## config.mk

```make
export PLATFORM = sky130hd
export DESIGN_NAME = pipe_ctrl_flat
export DESIGN_NICKNAME = d
export VERILOG_FILES = /design/src/rtl/pipe_ctrl_if.sv /design/src/rtl/pipe_ctrl.sv /design/src/flat_wrapper.sv
export SDC_FILE = /design/constraint.sdc
export NUM_CORES = 1
export LEC_CHECK = 0
export BUFFER_PORTS_ARGS = -buffer_cell sky130_fd_sc_hd__buf_2
export CAP_MARGIN = 20
export CORE_ASPECT_RATIO = 0.9
export CORE_MARGIN = 2
export CORE_UTILIZATION = 54
export CTS_CLUSTER_DIAMETER = 50
export DETAILED_ROUTE_END_ITERATION = 16
export PLACE_DENSITY = 0.95
export SLEW_MARGIN = 20
export SYNTH_ARGS = -nofsm -noshare
export SYNTH_HDL_FRONTEND = slang
export SYNTH_SLANG_ARGS = --single-unit
```

## constraint.sdc

```tcl
create_clock -name clk -period 4.86 [get_ports clk]
set_clock_uncertainty 0.05 [all_clocks]
set_input_delay 1.458 -clock clk [delete_from_list [all_inputs] [get_ports clk]]
set_output_delay 1.458 -clock clk [all_outputs]
set_load 0.005 [all_outputs]
```

## src/rtl/pipe_ctrl_if.sv

```systemverilog
// Pipeline control bus: hazard-relevant fields from ID/EX/MEM in, stage
// enables, flushes, forwarding selects and status counters out.
interface pipe_ctrl_if;
  logic [3:0]  id_rs1;
  logic [3:0]  id_rs2;
  logic        id_use1;
  logic        id_use2;
  logic        id_halt;
  logic [3:0]  ex_rd;
  logic        ex_wen;
  logic        ex_load;
  logic [3:0]  mem_rd;
  logic        mem_wen;
  logic        ex_br_taken;
  logic        pc_en;
  logic        if_id_en;
  logic        if_id_flush;
  logic        id_ex_flush;
  logic [1:0]  fwd_a;
  logic [1:0]  fwd_b;
  logic        halted;
  logic [15:0] stall_cnt;
  logic [15:0] flush_cnt;

  // Pipeline datapath side: supplies stage information, consumes controls.
  modport master (
    output id_rs1, id_rs2, id_use1, id_use2, id_halt,
           ex_rd, ex_wen, ex_load, mem_rd, mem_wen, ex_br_taken,
    input  pc_en, if_id_en, if_id_flush, id_ex_flush,
           fwd_a, fwd_b, halted, stall_cnt, flush_cnt
  );

  // Hazard controller side.
  modport slave (
    input  id_rs1, id_rs2, id_use1, id_use2, id_halt,
           ex_rd, ex_wen, ex_load, mem_rd, mem_wen, ex_br_taken,
    output pc_en, if_id_en, if_id_flush, id_ex_flush,
           fwd_a, fwd_b, halted, stall_cnt, flush_cnt
  );
endinterface

```

## src/rtl/pipe_ctrl.sv

```systemverilog
// Five-stage pipeline hazard controller: load-use / data-hazard stalls,
// taken-branch flushes, operand forwarding and HLT drain sequencing.
// Build option: define PIPE_CTRL_FWD_EN to enable EX/MEM and MEM/WB
// forwarding; without it every EX or MEM register match stalls ID.
module pipe_ctrl (
  input  logic        clk,
  input  logic        rst_n,
  pipe_ctrl_if.slave  bus
);

  typedef enum logic [1:0] {RUN, LDSTALL, DRAIN, HALT} state_t;

`ifdef PIPE_CTRL_FWD_EN
  localparam state_t STALL_NEXT = LDSTALL;
`else
  localparam state_t STALL_NEXT = RUN;
`endif

  state_t      state;
  logic [1:0]  drain_cnt;
  logic        halted_q;
  logic [15:0] stall_q;
  logic [15:0] flush_q;

  logic ex_hit1, ex_hit2, mem_hit1, mem_hit2;
  logic load_use, stall_req;
  logic br_ev, stall_ev, halt_ev, drain_ev;
  logic [1:0] fwd_a, fwd_b;

  // A source hazards against a stage only if it is really read and the
  // stage really writes a non-zero register.
  function automatic logic hit(input logic use_src, input logic [3:0] rs,
                               input logic wen, input logic [3:0] rd);
    return use_src && wen && (rd == rs) && (rd != 4'd0);
  endfunction

  function automatic logic [15:0] sat_inc(input logic [15:0] v);
    return (v == 16'hFFFF) ? v : v + 16'd1;
  endfunction

  assign ex_hit1  = hit(bus.id_use1, bus.id_rs1, bus.ex_wen,  bus.ex_rd);
  assign ex_hit2  = hit(bus.id_use2, bus.id_rs2, bus.ex_wen,  bus.ex_rd);
  assign mem_hit1 = hit(bus.id_use1, bus.id_rs1, bus.mem_wen, bus.mem_rd);
  assign mem_hit2 = hit(bus.id_use2, bus.id_rs2, bus.mem_wen, bus.mem_rd);
  assign load_use = (ex_hit1 || ex_hit2) && bus.ex_load;

`ifdef PIPE_CTRL_FWD_EN
  assign stall_req = load_use;
`else
  // Without bypass paths a load match is just one kind of EX match.
  assign stall_req = load_use || ex_hit1 || ex_hit2 || mem_hit1 || mem_hit2;
`endif

  // Prioritised per-cycle events; all forced idle while reset is low so
  // no control output can leave its reset value.
  always_comb begin
    // NOTE: every signal gets a default first so no path infers a latch.
    br_ev    = 1'b0;
    stall_ev = 1'b0;
    halt_ev  = 1'b0;
    drain_ev = 1'b0;
    fwd_a    = 2'b00;
    fwd_b    = 2'b00;
    if (rst_n && state != HALT) begin
      br_ev    = bus.ex_br_taken;
      // LDSTALL is the single bubble already taken; DRAIN has a bubble in ID.
      stall_ev = !br_ev && state == RUN && stall_req;
      halt_ev  = !br_ev && !stall_ev && state != DRAIN && bus.id_halt;
      drain_ev = !br_ev && state == DRAIN;
`ifdef PIPE_CTRL_FWD_EN
      // The younger EX/MEM result wins over MEM/WB when both match.
      fwd_a = ex_hit1 ? 2'b01 : (mem_hit1 ? 2'b10 : 2'b00);
      fwd_b = ex_hit2 ? 2'b01 : (mem_hit2 ? 2'b10 : 2'b00);
`endif
    end
  end

  assign bus.pc_en       = !(stall_ev || halt_ev || drain_ev || state == HALT);
  assign bus.if_id_en    = !(stall_ev || state == HALT);
  assign bus.if_id_flush = br_ev || halt_ev || drain_ev;
  assign bus.id_ex_flush = br_ev || stall_ev;
  assign bus.fwd_a       = fwd_a;
  assign bus.fwd_b       = fwd_b;
  assign bus.halted      = halted_q;
  assign bus.stall_cnt   = stall_q;
  assign bus.flush_cnt   = flush_q;

  // Controller FSM, drain countdown, halted flag and saturating counters.
  always_ff @(posedge clk or negedge rst_n) begin
    if (!rst_n) begin
      state     <= RUN;
      drain_cnt <= 2'd0;
      halted_q  <= 1'b0;
      stall_q   <= 16'd0;
      flush_q   <= 16'd0;
    end else begin
      // NOTE: non-blocking assignments so every register samples pre-edge values.
      // A cycle that both stalls and flushes counts only as a flush.
      if (br_ev)         flush_q <= sat_inc(flush_q);
      else if (stall_ev) stall_q <= sat_inc(stall_q);

      unique case (state)
        RUN, LDSTALL: begin
          if (br_ev)         state <= RUN;
          else if (stall_ev) state <= STALL_NEXT;
          else if (halt_ev) begin
            state     <= DRAIN;
            drain_cnt <= 2'd3;
          end else           state <= RUN;
        end
        DRAIN: begin
          if (br_ev) begin
            state     <= RUN;
            drain_cnt <= 2'd0;
          end else if (drain_cnt <= 2'd1) begin
            state     <= HALT;
            halted_q  <= 1'b1;
            drain_cnt <= 2'd0;
          end else begin
            drain_cnt <= drain_cnt - 2'd1;
          end
        end
        HALT: state <= HALT;
        default: state <= RUN;
      endcase
    end
  end

endmodule

```

## src/flat_wrapper.sv

```systemverilog
// flat-port wrapper written by rule: the top's interface ports become plain ports
module pipe_ctrl_flat 
  (clk, rst_n, bus_id_rs1, bus_id_rs2, bus_id_use1, bus_id_use2, bus_id_halt, bus_ex_rd, bus_ex_wen, bus_ex_load, bus_mem_rd, bus_mem_wen, bus_ex_br_taken, bus_pc_en, bus_if_id_en, bus_if_id_flush, bus_id_ex_flush, bus_fwd_a, bus_fwd_b, bus_halted, bus_stall_cnt, bus_flush_cnt);
  pipe_ctrl_if bus_i ();
  input  logic clk;
  input  logic rst_n;
  input wire logic [$bits(bus_i.id_rs1)-1:0] bus_id_rs1;
  input wire logic [$bits(bus_i.id_rs2)-1:0] bus_id_rs2;
  input wire logic [$bits(bus_i.id_use1)-1:0] bus_id_use1;
  input wire logic [$bits(bus_i.id_use2)-1:0] bus_id_use2;
  input wire logic [$bits(bus_i.id_halt)-1:0] bus_id_halt;
  input wire logic [$bits(bus_i.ex_rd)-1:0] bus_ex_rd;
  input wire logic [$bits(bus_i.ex_wen)-1:0] bus_ex_wen;
  input wire logic [$bits(bus_i.ex_load)-1:0] bus_ex_load;
  input wire logic [$bits(bus_i.mem_rd)-1:0] bus_mem_rd;
  input wire logic [$bits(bus_i.mem_wen)-1:0] bus_mem_wen;
  input wire logic [$bits(bus_i.ex_br_taken)-1:0] bus_ex_br_taken;
  output wire logic [$bits(bus_i.pc_en)-1:0] bus_pc_en;
  output wire logic [$bits(bus_i.if_id_en)-1:0] bus_if_id_en;
  output wire logic [$bits(bus_i.if_id_flush)-1:0] bus_if_id_flush;
  output wire logic [$bits(bus_i.id_ex_flush)-1:0] bus_id_ex_flush;
  output wire logic [$bits(bus_i.fwd_a)-1:0] bus_fwd_a;
  output wire logic [$bits(bus_i.fwd_b)-1:0] bus_fwd_b;
  output wire logic [$bits(bus_i.halted)-1:0] bus_halted;
  output wire logic [$bits(bus_i.stall_cnt)-1:0] bus_stall_cnt;
  output wire logic [$bits(bus_i.flush_cnt)-1:0] bus_flush_cnt;
  assign bus_i.id_rs1 = bus_id_rs1;
  assign bus_i.id_rs2 = bus_id_rs2;
  assign bus_i.id_use1 = bus_id_use1;
  assign bus_i.id_use2 = bus_id_use2;
  assign bus_i.id_halt = bus_id_halt;
  assign bus_i.ex_rd = bus_ex_rd;
  assign bus_i.ex_wen = bus_ex_wen;
  assign bus_i.ex_load = bus_ex_load;
  assign bus_i.mem_rd = bus_mem_rd;
  assign bus_i.mem_wen = bus_mem_wen;
  assign bus_i.ex_br_taken = bus_ex_br_taken;
  assign bus_pc_en = bus_i.pc_en;
  assign bus_if_id_en = bus_i.if_id_en;
  assign bus_if_id_flush = bus_i.if_id_flush;
  assign bus_id_ex_flush = bus_i.id_ex_flush;
  assign bus_fwd_a = bus_i.fwd_a;
  assign bus_fwd_b = bus_i.fwd_b;
  assign bus_halted = bus_i.halted;
  assign bus_stall_cnt = bus_i.stall_cnt;
  assign bus_flush_cnt = bus_i.flush_cnt;
  pipe_ctrl u_core (.clk(clk), .rst_n(rst_n), .bus(bus_i));
endmodule
```

==> results.sh <==
export IMPL_finalNetCount=286
export IMPL_min_to="u_core.bus.halted"
export IMPL_run_status="finished, final reports clean"
export IMPL_rsz0062_at_grt="no"
export IMPL_antenna_violating_nets_post_route=0
export IMPL_tritoncts_buffers=5
export IMPL_flops_latches_synth=37
export IMPL_synth_avg_cell_area_um2=10.3
export IMPL_final_setup_viol_count=0
export IMPL_ys_warnings_count=0
export IMPL_drive_above_1_share=0.286
export IMPL_antenna_found_initial=0
export IMPL_cts_setup_buffers=0
export IMPL_globalRoute_totalOverflow=0
export IMPL_avgRoutedWirePerCell_um=14.0
export IMPL_boundaryPins=66
export IMPL_power_mw=0.787
export IMPL_tritoncts_clock_tree="built"
export IMPL_post_cts_resized_instances=0
export IMPL_synth_yosys_seq_area_share=0.463
export IMPL_final_hold_violation_count=0
export IMPL_hold_slack_ps=407
export IMPL_antenna_diode_count=0
export IMPL_global_route_wire_length_before_repair_um=6850
export IMPL_static_leakage_nw=1.20
export IMPL_pin_count_of_the_biggest_net_entering_global_routing=24
export IMPL_dpl_cell_area_um2=2330
export IMPL_dp_hpwl_um=3250
export IMPL_max_slew_violation_total_from_the_final_report=0
export IMPL_cts_hold_buf=0
export IMPL_critPathLaunchType="input pin"
export IMPL_die_outline_area_um2=4200
export IMPL_met1_routing_resource_usage_after_global_routing=0.279
export IMPL_first_global_vias=1556
export IMPL_chip_width_um=68.1
export IMPL_detail_route_wirelength_um=4240
export IMPL_std_cell_rows=20
export IMPL_port_buffer_count=60
export IMPL_die_y_um=61.7
export IMPL_r2r_end="u_core.bus.stall_cnt[1]"
export IMPL_worst_endpoint_required_ps=3350
export IMPL_dominantRegCellSynth="dfrtp_1"
export IMPL_syn_instance_count=194
export IMPL_synth_cell_types=35
export IMPL_post_place_cells=296
export IMPL_synth_async_sr_flop_share=1.00
export IMPL_start_util=0.579
export IMPL_p_per_area_nw_per_um2=326
export IMPL_cell_area_after_layout_um2=2420
export IMPL_synthToLayoutAreaGrowth_pct=21.0
export IMPL_detailroute_via_count=1630
export IMPL_timing_hold_worst_start="u_core.drain_cnt[1]"
export IMPL_holdPathStages=1
export IMPL_setup_worst_path_class="input pin to output port"
export IMPL_ff2ff_setup_slack_ps=2400
export IMPL_drc_errors=0
export IMPL_worst_ep_arrival_time_ps=3040
export IMPL_place_congestion=0.848
export IMPL_avg_vias_per_cell=5.38
export IMPL_synth_enable_flop_cells=0
export IMPL_totalNegativeSetupSlack_ps=0
export IMPL_portion_of_the_clock_cycle_consumed_by_the_worst_path_in_the_final_layout=0.935
export IMPL_tritoncts_num_sinks=37
export IMPL_use_met2=0.374
export IMPL_cts_htree_levels=2
export IMPL_root_driver="clkbuf_8"
export IMPL_finish_cell_count_without_fillers=303
export IMPL_worstRegToRegCells=6
export IMPL_timing_critical_path_to_type="output port"
export IMPL_top_usage_layer_grt="met2"
export IMPL_peakVddDrop_v=0.000263
export IMPL_iteration_0_drc_markers=71
export IMPL_pre_repair_dr_iteration_count=4
export IMPL_globalRouteTotalUtil=0.225
export IMPL_layout_min_cycle_time_ps=4550
export IMPL_critical_path_reg2reg_startpoint="u_core.bus.stall_cnt[0]"
export IMPL_use_met3=0.0649
export IMPL_std_cell_core_area_um2=3450
export IMPL_timing_hold_worst_class="register to register"
export IMPL_max_cap_viol_count=0
export IMPL_clkLatencyLatePin_ps=290
export IMPL_clk_pin_slew_worst_paths_ps=70
export IMPL_cts_root_to_sink_buffers=2
export IMPL_cp_max_fo=4
export IMPL_highest_achievable_clock_rate_mhz=220
export IMPL_netlist_area_before_placement_um2=2000
==> layer usage <==
layer / wire (µm) / share of wire
met1: 1850 / 0.44
met2: 2040 / 0.48
met3: 279 / 0.066
met4: 69 / 0.016
met5: 0 / 0
==> worst max-delay path, cell delays in order <==
cell     delay, ps
buf_2          120
xor2_1         160
nor4_1         300
o21ai_0        210
and2_1         220
nor2_1         230
o221a_2        240
buf_2          100
==> power by group <==
part	total (mW)	leakage (nW)	internal (mW)	switching (mW)
clock	0.214	0.0443	0.112	0.101
combinational	0.169	0.661	0.0861	0.0828
sequential	0.405	0.496	0.351	0.0541
total	0.787	1.20	0.549	0.238
==> flip-flops by register name, summed over array words and instances, names as in the netlist <==
| signal | flops |
|---|---|
| u_core.bus.stall_cnt | 16 |
| u_core.bus.halted | 1 |
| u_core.bus.flush_cnt | 16 |
| u_core.drain_cnt | 2 |
| u_core.state | 2 |
==> through the flow <==
stage               setup WS [ps]  utilization
floorplan                     667            -
global placement              350        0.675
detailed placement            319        0.675
CTS                           312        0.700
global route                  232        0.700
finish                        314        0.700
==> synth_stat cells, types with 2 or more instances <==
cell,n,area (µm²)
o21ai_0,3,15.0
nor2b_1,2,12.5
nand3_1,15,75.1
o41a_1,2,22.5
nor2_1,9,33.8
clkbuf_1,2,7.51
nand2_1,20,75.1
mux2_2,2,22.5
xor2_1,15,131
and3_1,9,56.3
buf_4,4,30.0
and2_1,2,12.5
ha_1,2,25.0
and4_1,4,35.0
dfrtp_1,37,926
inv_1,2,7.51
nand2b_1,2,12.5
o22ai_1,2,12.5
xnor2_1,31,272
nor4_1,4,25.0
o31a_1,2,17.5
nand4_1,7,43.8
a21oi_1,4,20.0
==> layout make-up <==
cell class	count	area, µm²
Multi-Input combinational cell	151	1030
Inverter	2	7.51
Clock buffer	7	86.3
Tap cell	44	55.1
Timing Repair Buffer	62	315
Fill cell	284	1040
Sequential cell	37	926
==> cells in the final DEF, fill, tap and decap left out, drive strengths merged <==
cell type,instances
nand2b,2
a21o,1
a211oi,1
and3,10
a21oi,5
o221a,1
nand3b,1
nand2,20
clkbuf,7
conb,4
o31a,2
o22ai,2
xnor2,31
o21bai,1
nor2b,2
xor2,15
buf,62
nor2,9
and2,2
o21ai,3
and4,4
o31ai,1
ha,2
o41a,2
mux2,2
nor4,4
inv,2
nand3,16
nand4,7
dfrtp,37
a311o,1
==> worst max path at each step <==
stage / start / to / slack (ps) / cells past startpoint
6_report: bus_id_rs2[1] / bus_id_ex_flush / 310 / 8
5_1_grt: bus_id_rs2[1] / bus_id_ex_flush / 230 / 8
4_1_cts: bus_id_rs2[1] / bus_id_ex_flush / 310 / 8
3_3_place_gp: bus_ex_rd[1] / bus_id_ex_flush / 350 / 8
3_5_place_dp: bus_id_rs2[1] / bus_id_ex_flush / 320 / 8
2_1_floorplan: bus_id_rs1[1] / bus_id_ex_flush / 670 / 6
==> cell families (layout without fill, tap and decap cells) <==
logic type      Yosys count  count (layout)  synth area share
other cells               1               4           0.00188
fa+ha+maj                 2               2            0.0125
mux                       2               2            0.0113
xor+xnor                 46              46             0.202
simple gates             77              77             0.203
buf+inv                   9              71            0.0282
compound gates           20              20            0.0777
flops                    37              37             0.463
No activity file was read; power rests on OpenSTA's default activity.
